==> src/rtl/riscv_csr_file.sv <==
// riscv_csr_file
// Machine-mode CSR file for the execute stage. It holds the trap-handling
// CSRs (mstatus, mie, mip, mtvec, mscratch, mepc, mcause, mtval), the 64-bit
// mcycle/minstret counters, NUM_HPM event counters and mcountinhibit. It also
// resolves the trap and mret side effects and arbitrates pending interrupts.
//
// Ports:
//   clk_i, rst_i             clock, asynchronous active-high reset
//   csr_en_i, csr_we_i       CSR access valid / access intends a write
//   opcode_i, addr_i, din_i  read-modify-write op, CSR address, operand
//   dout_o, illegal_o        pre-update read data (0 if illegal), illegal flag
//   trap_i, mcause_i,        trap taken this cycle with its cause, value and
//   mtval_i, pc_i            faulting PC
//   mret_i                   mret retiring this cycle
//   instret_i, hpm_event_i   counter increment events
//   irq_i                    {external, timer, software} level interrupts
//   trap_pc_o, mepc_o        trap handler target, mret target
//   irq_req_o, irq_cause_o   enabled interrupt pending and its cause
//
// Access qualification: an access happens in any cycle with csr_en_i high.
// Its state change lands on the next rising edge only when csr_we_i is also
// high and the access is legal; dout_o always shows the value before that edge.

module riscv_csr_file #(
    parameter int unsigned MXLEN          = 32,
    parameter int unsigned NUM_HPM        = 2,
    parameter logic [31:0] MTVEC_RESET    = 32'h0000_0000,
    parameter bit          VECTORED_EN    = 1'b1,
    parameter int unsigned CSR_OP_WIDTH   = 2,
    parameter int unsigned CSR_ADDR_WIDTH = 12
) (
    input  logic                      clk_i,
    input  logic                      rst_i,
    input  logic                      csr_en_i,
    input  logic                      csr_we_i,
    input  logic [CSR_OP_WIDTH-1:0]   opcode_i,
    input  logic [CSR_ADDR_WIDTH-1:0] addr_i,
    input  logic [MXLEN-1:0]          din_i,
    output logic [MXLEN-1:0]          dout_o,
    output logic                      illegal_o,
    input  logic                      trap_i,
    input  logic [MXLEN-1:0]          mcause_i,
    input  logic [MXLEN-1:0]          mtval_i,
    input  logic [MXLEN-1:0]          pc_i,
    input  logic                      mret_i,
    input  logic                      instret_i,
    input  logic [NUM_HPM-1:0]        hpm_event_i,
    input  logic [2:0]                irq_i,
    output logic [MXLEN-1:0]          trap_pc_o,
    output logic [MXLEN-1:0]          mepc_o,
    output logic                      irq_req_o,
    output logic [MXLEN-1:0]          irq_cause_o
);

    localparam logic [CSR_OP_WIDTH-1:0] CSR_OP_CURR = CSR_OP_WIDTH'(0);
    localparam logic [CSR_OP_WIDTH-1:0] CSR_OP_NEXT = CSR_OP_WIDTH'(1);
    localparam logic [CSR_OP_WIDTH-1:0] CSR_OP_NAND = CSR_OP_WIDTH'(2);
    localparam logic [CSR_OP_WIDTH-1:0] CSR_OP_OR   = CSR_OP_WIDTH'(3);

    // mtvec bit1 is reserved; bit0 (vectored mode) only exists if enabled.
    localparam logic [MXLEN-1:0] MTVEC_WMASK = VECTORED_EN ? ~32'h2 : ~32'h3;
    localparam logic [MXLEN-1:0] MIE_WMASK   = 32'h0000_0888;
    // CY (bit0), IR (bit2) and one bit per implemented HPM counter.
    localparam logic [MXLEN-1:0] MCI_WMASK   = 32'h5 | (((32'd1 << NUM_HPM) - 32'd1) << 3);

    function automatic logic [MXLEN-1:0] mrw(input logic [CSR_OP_WIDTH-1:0] op,
                                             input logic [MXLEN-1:0]        cur,
                                             input logic [MXLEN-1:0]        din);
        case (op)
            CSR_OP_NEXT: return din;
            CSR_OP_NAND: return cur & ~din;
            CSR_OP_OR:   return cur | din;
            default:     return cur;
        endcase
    endfunction

    logic             mstatus_mie_q, mstatus_mpie_q;
    logic [MXLEN-1:0] mie_q, mtvec_q, mscratch_q, mepc_q, mcause_q, mtval_q;
    logic [MXLEN-1:0] mcountinhibit_q;
    logic [2:0]       mip_q;
    logic [63:0]      mcycle_q, minstret_q, mcycle_d, minstret_d;
    logic [63:0]      hpm_q [NUM_HPM];
    logic [63:0]      hpm_d [NUM_HPM];

    logic [MXLEN-1:0] mstatus_rd, mip_rd, rdata, wdata, pend, mtvec_base;
    logic             hit, wr_en;
    logic             wr_mstatus, wr_mie, wr_mtvec, wr_mscratch, wr_mepc;
    logic             wr_mcause, wr_mtval, wr_mcountinhibit;
    logic             wr_mcycle, wr_mcycleh, wr_minstret, wr_minstreth;
    logic [4:0]       irq_code;

    always_comb begin
        mstatus_rd        = '0;
        mstatus_rd[12:11] = 2'b11;
        mstatus_rd[7]     = mstatus_mpie_q;
        mstatus_rd[3]     = mstatus_mie_q;
        mip_rd            = '0;
        mip_rd[11]        = mip_q[2];
        mip_rd[7]         = mip_q[1];
        mip_rd[3]         = mip_q[0];
    end

    // Read decode; hit doubles as the "address implemented" flag.
    always_comb begin
        hit   = 1'b1;
        rdata = '0;
        case (addr_i)
            12'h300: rdata = mstatus_rd;
            12'h304: rdata = mie_q;
            12'h305: rdata = mtvec_q;
            12'h340: rdata = mscratch_q;
            12'h341: rdata = mepc_q;
            12'h342: rdata = mcause_q;
            12'h343: rdata = mtval_q;
            12'h344: rdata = mip_rd;
            12'h320: rdata = mcountinhibit_q;
            12'hB00, 12'hC00: rdata = mcycle_q[31:0];
            12'hB80, 12'hC80: rdata = mcycle_q[63:32];
            12'hB02, 12'hC02: rdata = minstret_q[31:0];
            12'hB82, 12'hC82: rdata = minstret_q[63:32];
            default: hit = 1'b0;
        endcase
        for (int i = 0; i < NUM_HPM; i++) begin
            if (addr_i == CSR_ADDR_WIDTH'(32'hB03 + i)) begin
                hit   = 1'b1;
                rdata = hpm_q[i][31:0];
            end
            if (addr_i == CSR_ADDR_WIDTH'(32'hB83 + i)) begin
                hit   = 1'b1;
                rdata = hpm_q[i][63:32];
            end
        end
    end

    // Addresses with [11:10]==2'b11 are read-only; writing them is illegal.
    assign illegal_o = csr_en_i & (~hit | (csr_we_i & (addr_i[11:10] == 2'b11)));
    assign dout_o    = illegal_o ? '0 : rdata;
    assign wdata     = mrw(opcode_i, rdata, din_i);
    assign wr_en     = csr_en_i & csr_we_i & ~illegal_o;

    assign wr_mstatus       = wr_en & (addr_i == 12'h300);
    assign wr_mie           = wr_en & (addr_i == 12'h304);
    assign wr_mtvec         = wr_en & (addr_i == 12'h305);
    assign wr_mscratch      = wr_en & (addr_i == 12'h340);
    assign wr_mepc          = wr_en & (addr_i == 12'h341);
    assign wr_mcause        = wr_en & (addr_i == 12'h342);
    assign wr_mtval         = wr_en & (addr_i == 12'h343);
    assign wr_mcountinhibit = wr_en & (addr_i == 12'h320);
    assign wr_mcycle        = wr_en & (addr_i == 12'hB00);
    assign wr_mcycleh       = wr_en & (addr_i == 12'hB80);
    assign wr_minstret      = wr_en & (addr_i == 12'hB02);
    assign wr_minstreth     = wr_en & (addr_i == 12'hB82);

    // Each counter first takes its normal increment; a CSR write then replaces
    // just the addressed half, so a written low half does not carry that cycle.
    always_comb begin
        mcycle_d = mcycle_q + {63'd0, ~mcountinhibit_q[0]};
        if (wr_mcycle)  mcycle_d[31:0]  = wdata;
        if (wr_mcycleh) mcycle_d[63:32] = wdata;
        minstret_d = minstret_q + {63'd0, instret_i & ~mcountinhibit_q[2]};
        if (wr_minstret)  minstret_d[31:0]  = wdata;
        if (wr_minstreth) minstret_d[63:32] = wdata;
        for (int i = 0; i < NUM_HPM; i++) begin
            hpm_d[i] = hpm_q[i] + {63'd0, hpm_event_i[i] & ~mcountinhibit_q[3+i]};
            if (wr_en && addr_i == CSR_ADDR_WIDTH'(32'hB03 + i)) hpm_d[i][31:0]  = wdata;
            if (wr_en && addr_i == CSR_ADDR_WIDTH'(32'hB83 + i)) hpm_d[i][63:32] = wdata;
        end
    end

    // Interrupt priority: external (11) > software (3) > timer (7).
    assign pend      = mip_rd & mie_q;
    assign irq_req_o = mstatus_mie_q & (|pend);

    always_comb begin
        irq_code = 5'd0;
        if (pend[11])     irq_code = 5'd11;
        else if (pend[3]) irq_code = 5'd3;
        else if (pend[7]) irq_code = 5'd7;
        irq_cause_o = '0;
        if (irq_req_o) begin
            irq_cause_o[MXLEN-1] = 1'b1;
            irq_cause_o[4:0]     = irq_code;
        end
    end

    // Vectoring applies only to interrupt causes; exceptions go to the base.
    assign mtvec_base = {mtvec_q[MXLEN-1:2], 2'b00};
    assign trap_pc_o  = (mtvec_q[0] && mcause_i[MXLEN-1])
                      ? mtvec_base + {{(MXLEN-7){1'b0}}, mcause_i[4:0], 2'b00}
                      : mtvec_base;
    assign mepc_o     = mepc_q;

    always_ff @(posedge clk_i or posedge rst_i) begin
        if (rst_i) begin
            mstatus_mie_q   <= 1'b0;
            mstatus_mpie_q  <= 1'b0;
            mie_q           <= '0;
            mtvec_q         <= MTVEC_RESET & MTVEC_WMASK;
            mscratch_q      <= '0;
            mepc_q          <= '0;
            mcause_q        <= '0;
            mtval_q         <= '0;
            mcountinhibit_q <= '0;
            mip_q           <= '0;
            mcycle_q        <= '0;
            minstret_q      <= '0;
            for (int i = 0; i < NUM_HPM; i++) hpm_q[i] <= '0;
        end else begin
            mip_q      <= irq_i;
            mcycle_q   <= mcycle_d;
            minstret_q <= minstret_d;
            for (int i = 0; i < NUM_HPM; i++) hpm_q[i] <= hpm_d[i];

            if (wr_mie)           mie_q           <= wdata & MIE_WMASK;
            if (wr_mtvec)         mtvec_q         <= wdata & MTVEC_WMASK;
            if (wr_mscratch)      mscratch_q      <= wdata;
            if (wr_mcountinhibit) mcountinhibit_q <= wdata & MCI_WMASK;

            // Trap beats mret beats CSR write on every register they share.
            if (trap_i) begin
                mepc_q         <= pc_i & ~32'h3;
                mcause_q       <= mcause_i;
                mtval_q        <= mtval_i;
                mstatus_mpie_q <= mstatus_mie_q;
                mstatus_mie_q  <= 1'b0;
            end else begin
                if (wr_mepc)   mepc_q   <= wdata & ~32'h3;
                if (wr_mcause) mcause_q <= wdata;
                if (wr_mtval)  mtval_q  <= wdata;
                if (mret_i) begin
                    mstatus_mie_q  <= mstatus_mpie_q;
                    mstatus_mpie_q <= 1'b1;
                end else if (wr_mstatus) begin
                    mstatus_mie_q  <= wdata[3];
                    mstatus_mpie_q <= wdata[7];
                end
            end
        end
    end

endmodule

==> config.mk <==
export PLATFORM = sky130hd
export DESIGN_NAME = riscv_csr_file
export DESIGN_NICKNAME = d
export VERILOG_FILES = /design/src/rtl/riscv_csr_file.sv
export SDC_FILE = /design/constraint.sdc
export NUM_CORES = 1
export LEC_CHECK = 0
export CORE_UTILIZATION = 25
export CTS_BUF_LIST = sky130_fd_sc_hd__clkbuf_8
export DETAILED_ROUTE_END_ITERATION = 8
export DONT_BUFFER_PORTS = 1
export PLACE_DENSITY_LB_ADDON = 0.08
export SLEW_MARGIN = 20
export SYNTH_ARGS = -nofsm -noshare
export SYNTH_HDL_FRONTEND = slang
export SYNTH_SLANG_ARGS = --single-unit
==> constraint.sdc <==
create_clock -name clk_i -period 18 [get_ports clk_i]
set_input_delay 5.4 -clock clk_i [delete_from_list [all_inputs] [get_ports clk_i]]
set_output_delay 5.4 -clock clk_i [all_outputs]
set_load 0.01 [all_outputs]
==> metrics.md <==
| Metric | Value |
|---|---|
| Outcome | completed |
| Slowest cell on crit path | nor3_2 |
| Slew headroom | 19.1% |
| Hold Path Sink | mscratch_q[3]$_DFFE_PP0P_ |
| CP max FO | 11 |
| Largest net degree at the start of global routing | 159 |
| All-Layer GR Usage | 25.8% |
| Min Tclk post-route | 14.21 ns |
| Critical R2R Launch | mepc_o[11]$_DFFE_PP0P_ |
| Layout cells sized above 1 | 10.2% |
| Hpwl dp | 105000 um |
| Post-Synthesis Cells | 3100 |
| DRC Markers | 0 |
| Clock Pin Slew Worst Setup and Hold Paths | 0.06 ns |
| Reg2Reg Setup Slack | 14.21 ns |
| Syn Std Cell Area | 27200 um^2 |
| Core Area | 108000 um^2 |
| Max clock buf depth | 3 |
| Die area | 110000 um^2 |
| Worst hold path class | flop to flop |
| Crit-path cells | nand4b_1, nor3_2, buf_4, a221oi_1, a21oi_1, nor2_1, nor2_1 |
| Met2 Routed Length | 67700 um |
| # Max-Cap Violations | 0 |
| DR WL met3 | 9620 um |
| Wl on met1 | 62800 um |
| TNS Setup | 0 ns |
| DRT Pass-1 Iters | 6 |
| Asr flop ratio synth | 100% |
| Reg2Reg Capture Point | minstret_q[11]$_DFF_PP0_ |
| H-Tree Depth | 3 |
| Hold buffers post-CTS | 0 |
| CTS tree | built |
| Max VDD drop | 0.0522 mV |
| Number of port buffers | 0 |
| CP max stage delay | 1.05 ns |
| Unique masters post-synth | 92 |
| Crit path DAT | 8.81 ns |
| Max Clock Freq | 70.4 MHz |
| Leakage | 12.1 nW |
| Vias in the first global route | 24.1k |
| GRT overflow | 0 |
| Final Hold Vio Count | 0 |
| Routed WL | 146000 um |
| Most used cell, CP | nor2_1 |
| Placer Congestion | 0.927 |
| Layout Skew | 0.0604 ns |
| Filler cells | 11.5k |
| Initial antenna violation count | 14 |
| Seq/Total Area, Yosys | 39.1% |
| Most frequent cells in the layout | 425 x dfrtp_1, 331 x nand2_1, 310 x o21ai_0 |
| RSZ-0062 raised after global routing | false |
| PwrDens | 75.3 nW/um^2 |
| Hold-critical path depth | 2 |
| Crit start category | input pin |
| Worst Tran Pin Value | 1.21 ns |
| Antenna Nets Post-Route | 0 |
| CP Data Required Time | 12.60 ns |
| Ys flop type | dfrtp_1 |
| Vias per cell | 5.58 |
| CTS Sinks | 425 |
| Die Wd | 332 um |
| Starting density of the core | 25.3% |
| Post-synth EDFFs | 0 |
| Worst skew pair latency | 0.76 ns |
| Critical path class | input pin to output port |
| Hold_sp | mscratch_q[3]$_DFFE_PP0P_ |
| Row count | 120 |
| Final worst slack | 3.79 ns |
| Die H | 332 um |
| Post-CTS Setup Bufs | 0 |
| Clock buffer count from CTS | 89 |
| First-pass GRT wire length | 201000 um |
| Fin crit share | 78.9% |
| Commonest non-fill, non-tap cell in the layout | dfrtp_1 |
| DR top layer | met4 |
| Area Growth Syn to Fin | 12.5% |
| CP delay by family, top | simple AND/OR/NAND/NOR gates |
| Root Driver | clkbuf_8 |
| Final net count | 3196 |
| I/O pin total | 284 |
| WHS | 0.477 ns |
| Via count | 25.2k |
| #FFs+latches synth | 425 |
| Cells on worst reg2reg path | 8 |
| Max-slew violation count | 0 |
| WL/cell | 32.3 um |
| CP Capture Type | output port |
| Final setup vio count | 0 |
| Post-synthesis area per instance | 8.78 um^2 |
| CTS resizes | 0 |
| Yosys warns | 0 |
| Setup WS pre-CTS | 3.89 ns |
| CP Buf/Inv Count | 1 |
| DR iter-0 viols | 2434 |
[tightest hold or removal path, cell delays in order, from the launching register on]
cell     delay, ns
dfrtp_1       0.34
nand2_1       0.04
o21ai_0       0.06
[sequential cells by signal, indices dropped and copies added (netlist names), 4 cells and up]
name,cells
mcycle_q,64
mtval_q,32
mcause_q,32
mtvec_q,31
minstret_q,64
mepc_o,30
mscratch_q,32
hpm_q,128
mcountinhibit_q,4
[cells in the mapped netlist, types with 24 or more instances]
master	instances	area share, %
mux2_2	31	1.3
xor2_1	118	3.8
dfrtp_1	425	39
a22o_1	25	0.80
mux2i_1	112	4.1
a21oi_1	191	3.5
nand3_1	137	2.5
o21ai_0	310	5.7
nor2_1	184	2.5
nor3b_1	55	1.5
clkbuf_1	139	1.9
inv_1	44	0.61
o21a_1	24	0.66
nor3_1	44	0.81
buf_2	67	1.2
nand4_1	94	2.2
a22oi_1	105	2.9
nand2_1	336	4.6
buf_4	53	1.5
xnor2_1	149	4.8
and4_1	28	0.90
and3_1	71	1.6
[where the power goes]
group | total (mW) | internal [mW] | leakage, nW | switching [mW]
combinational | 0.187 | 0.0514 | 5.46 | 0.136
sequential | 0.999 | 0.977 | 5.52 | 0.0223
clock | 1.12 | 0.607 | 1.10 | 0.512
[cell families (layout without fill, tap and decap cells)]
family | count (synthesis) | in the layout | share of synthesized area, %
buffers and inverters | 311 | 282 | 5.51
other | 1 | 43 | 0.0138
adder cells (fa/ha/maj) | 14 | 14 | 0.671
AO/OA/AOI/OAI | 842 | 842 | 19.3
AND/OR/NAND/NOR | 1087 | 1087 | 20.6
flip-flops | 425 | 425 | 39.1
XOR/XNOR | 267 | 267 | 8.59
multiplexers | 153 | 153 | 6.23
[layout make-up]
type,instances,area [um^2],share of cell area (%)
clock buffers,115,1580,5.17
inverters,44,173,0.564
repair buffers,74,628,2.05
flip-flops and latches,425,10600,34.7
well taps,1403,1760,5.73
diodes,12,30.0,0.0981
clock inverters,49,318,1.04
multi-input cells,2394,15500,50.6
[worst max path at each step]
stage | from | endpoint | slack [ns] | depth (start not counted)
6_report | addr_i[10] | dout_o[23] | 3.79 | 7
5_1_grt | addr_i[7] | dout_o[13] | 3.74 | 7
4_1_cts | addr_i[7] | dout_o[13] | 3.88 | 7
3_5_place_dp | addr_i[7] | dout_o[13] | 3.89 | 7
3_3_place_gp | addr_i[7] | dout_o[13] | 3.86 | 7
2_1_floorplan | rst_i | hpm_q[0]$_DFF_PP0_ | 0.77 | 1
[routing by layer]
| metal | vias to the layer above | track usage (%) |
|---|---|---|
| met5 | - | 0 |
| met4 | 0 | 10.2 |
| met3 | 200 | 4.97 |
| met2 | 1003 | 41.6 |
| met1 | 12900 | 33.8 |
| li1 | 11100 | - |
[metrics by stage]
| step | power, mW | instances | area, um^2 | util (%) |
|---|---|---|---|---|
| after CTS | 2.33 | 4503 | 30600 | 28.4 |
| final | 2.31 | 4516 | 30600 | 28.5 |
| after detailed placement | 1.20 | 4339 | 28700 | 26.7 |
| after global placement | 1.20 | 4337 | 28600 | 26.6 |
| after floorplan | 1.12 | 3130 | 27300 | - |
| after global routing | 2.38 | 4506 | 30600 | 28.5 |
(Power assumes the default switching activity.)
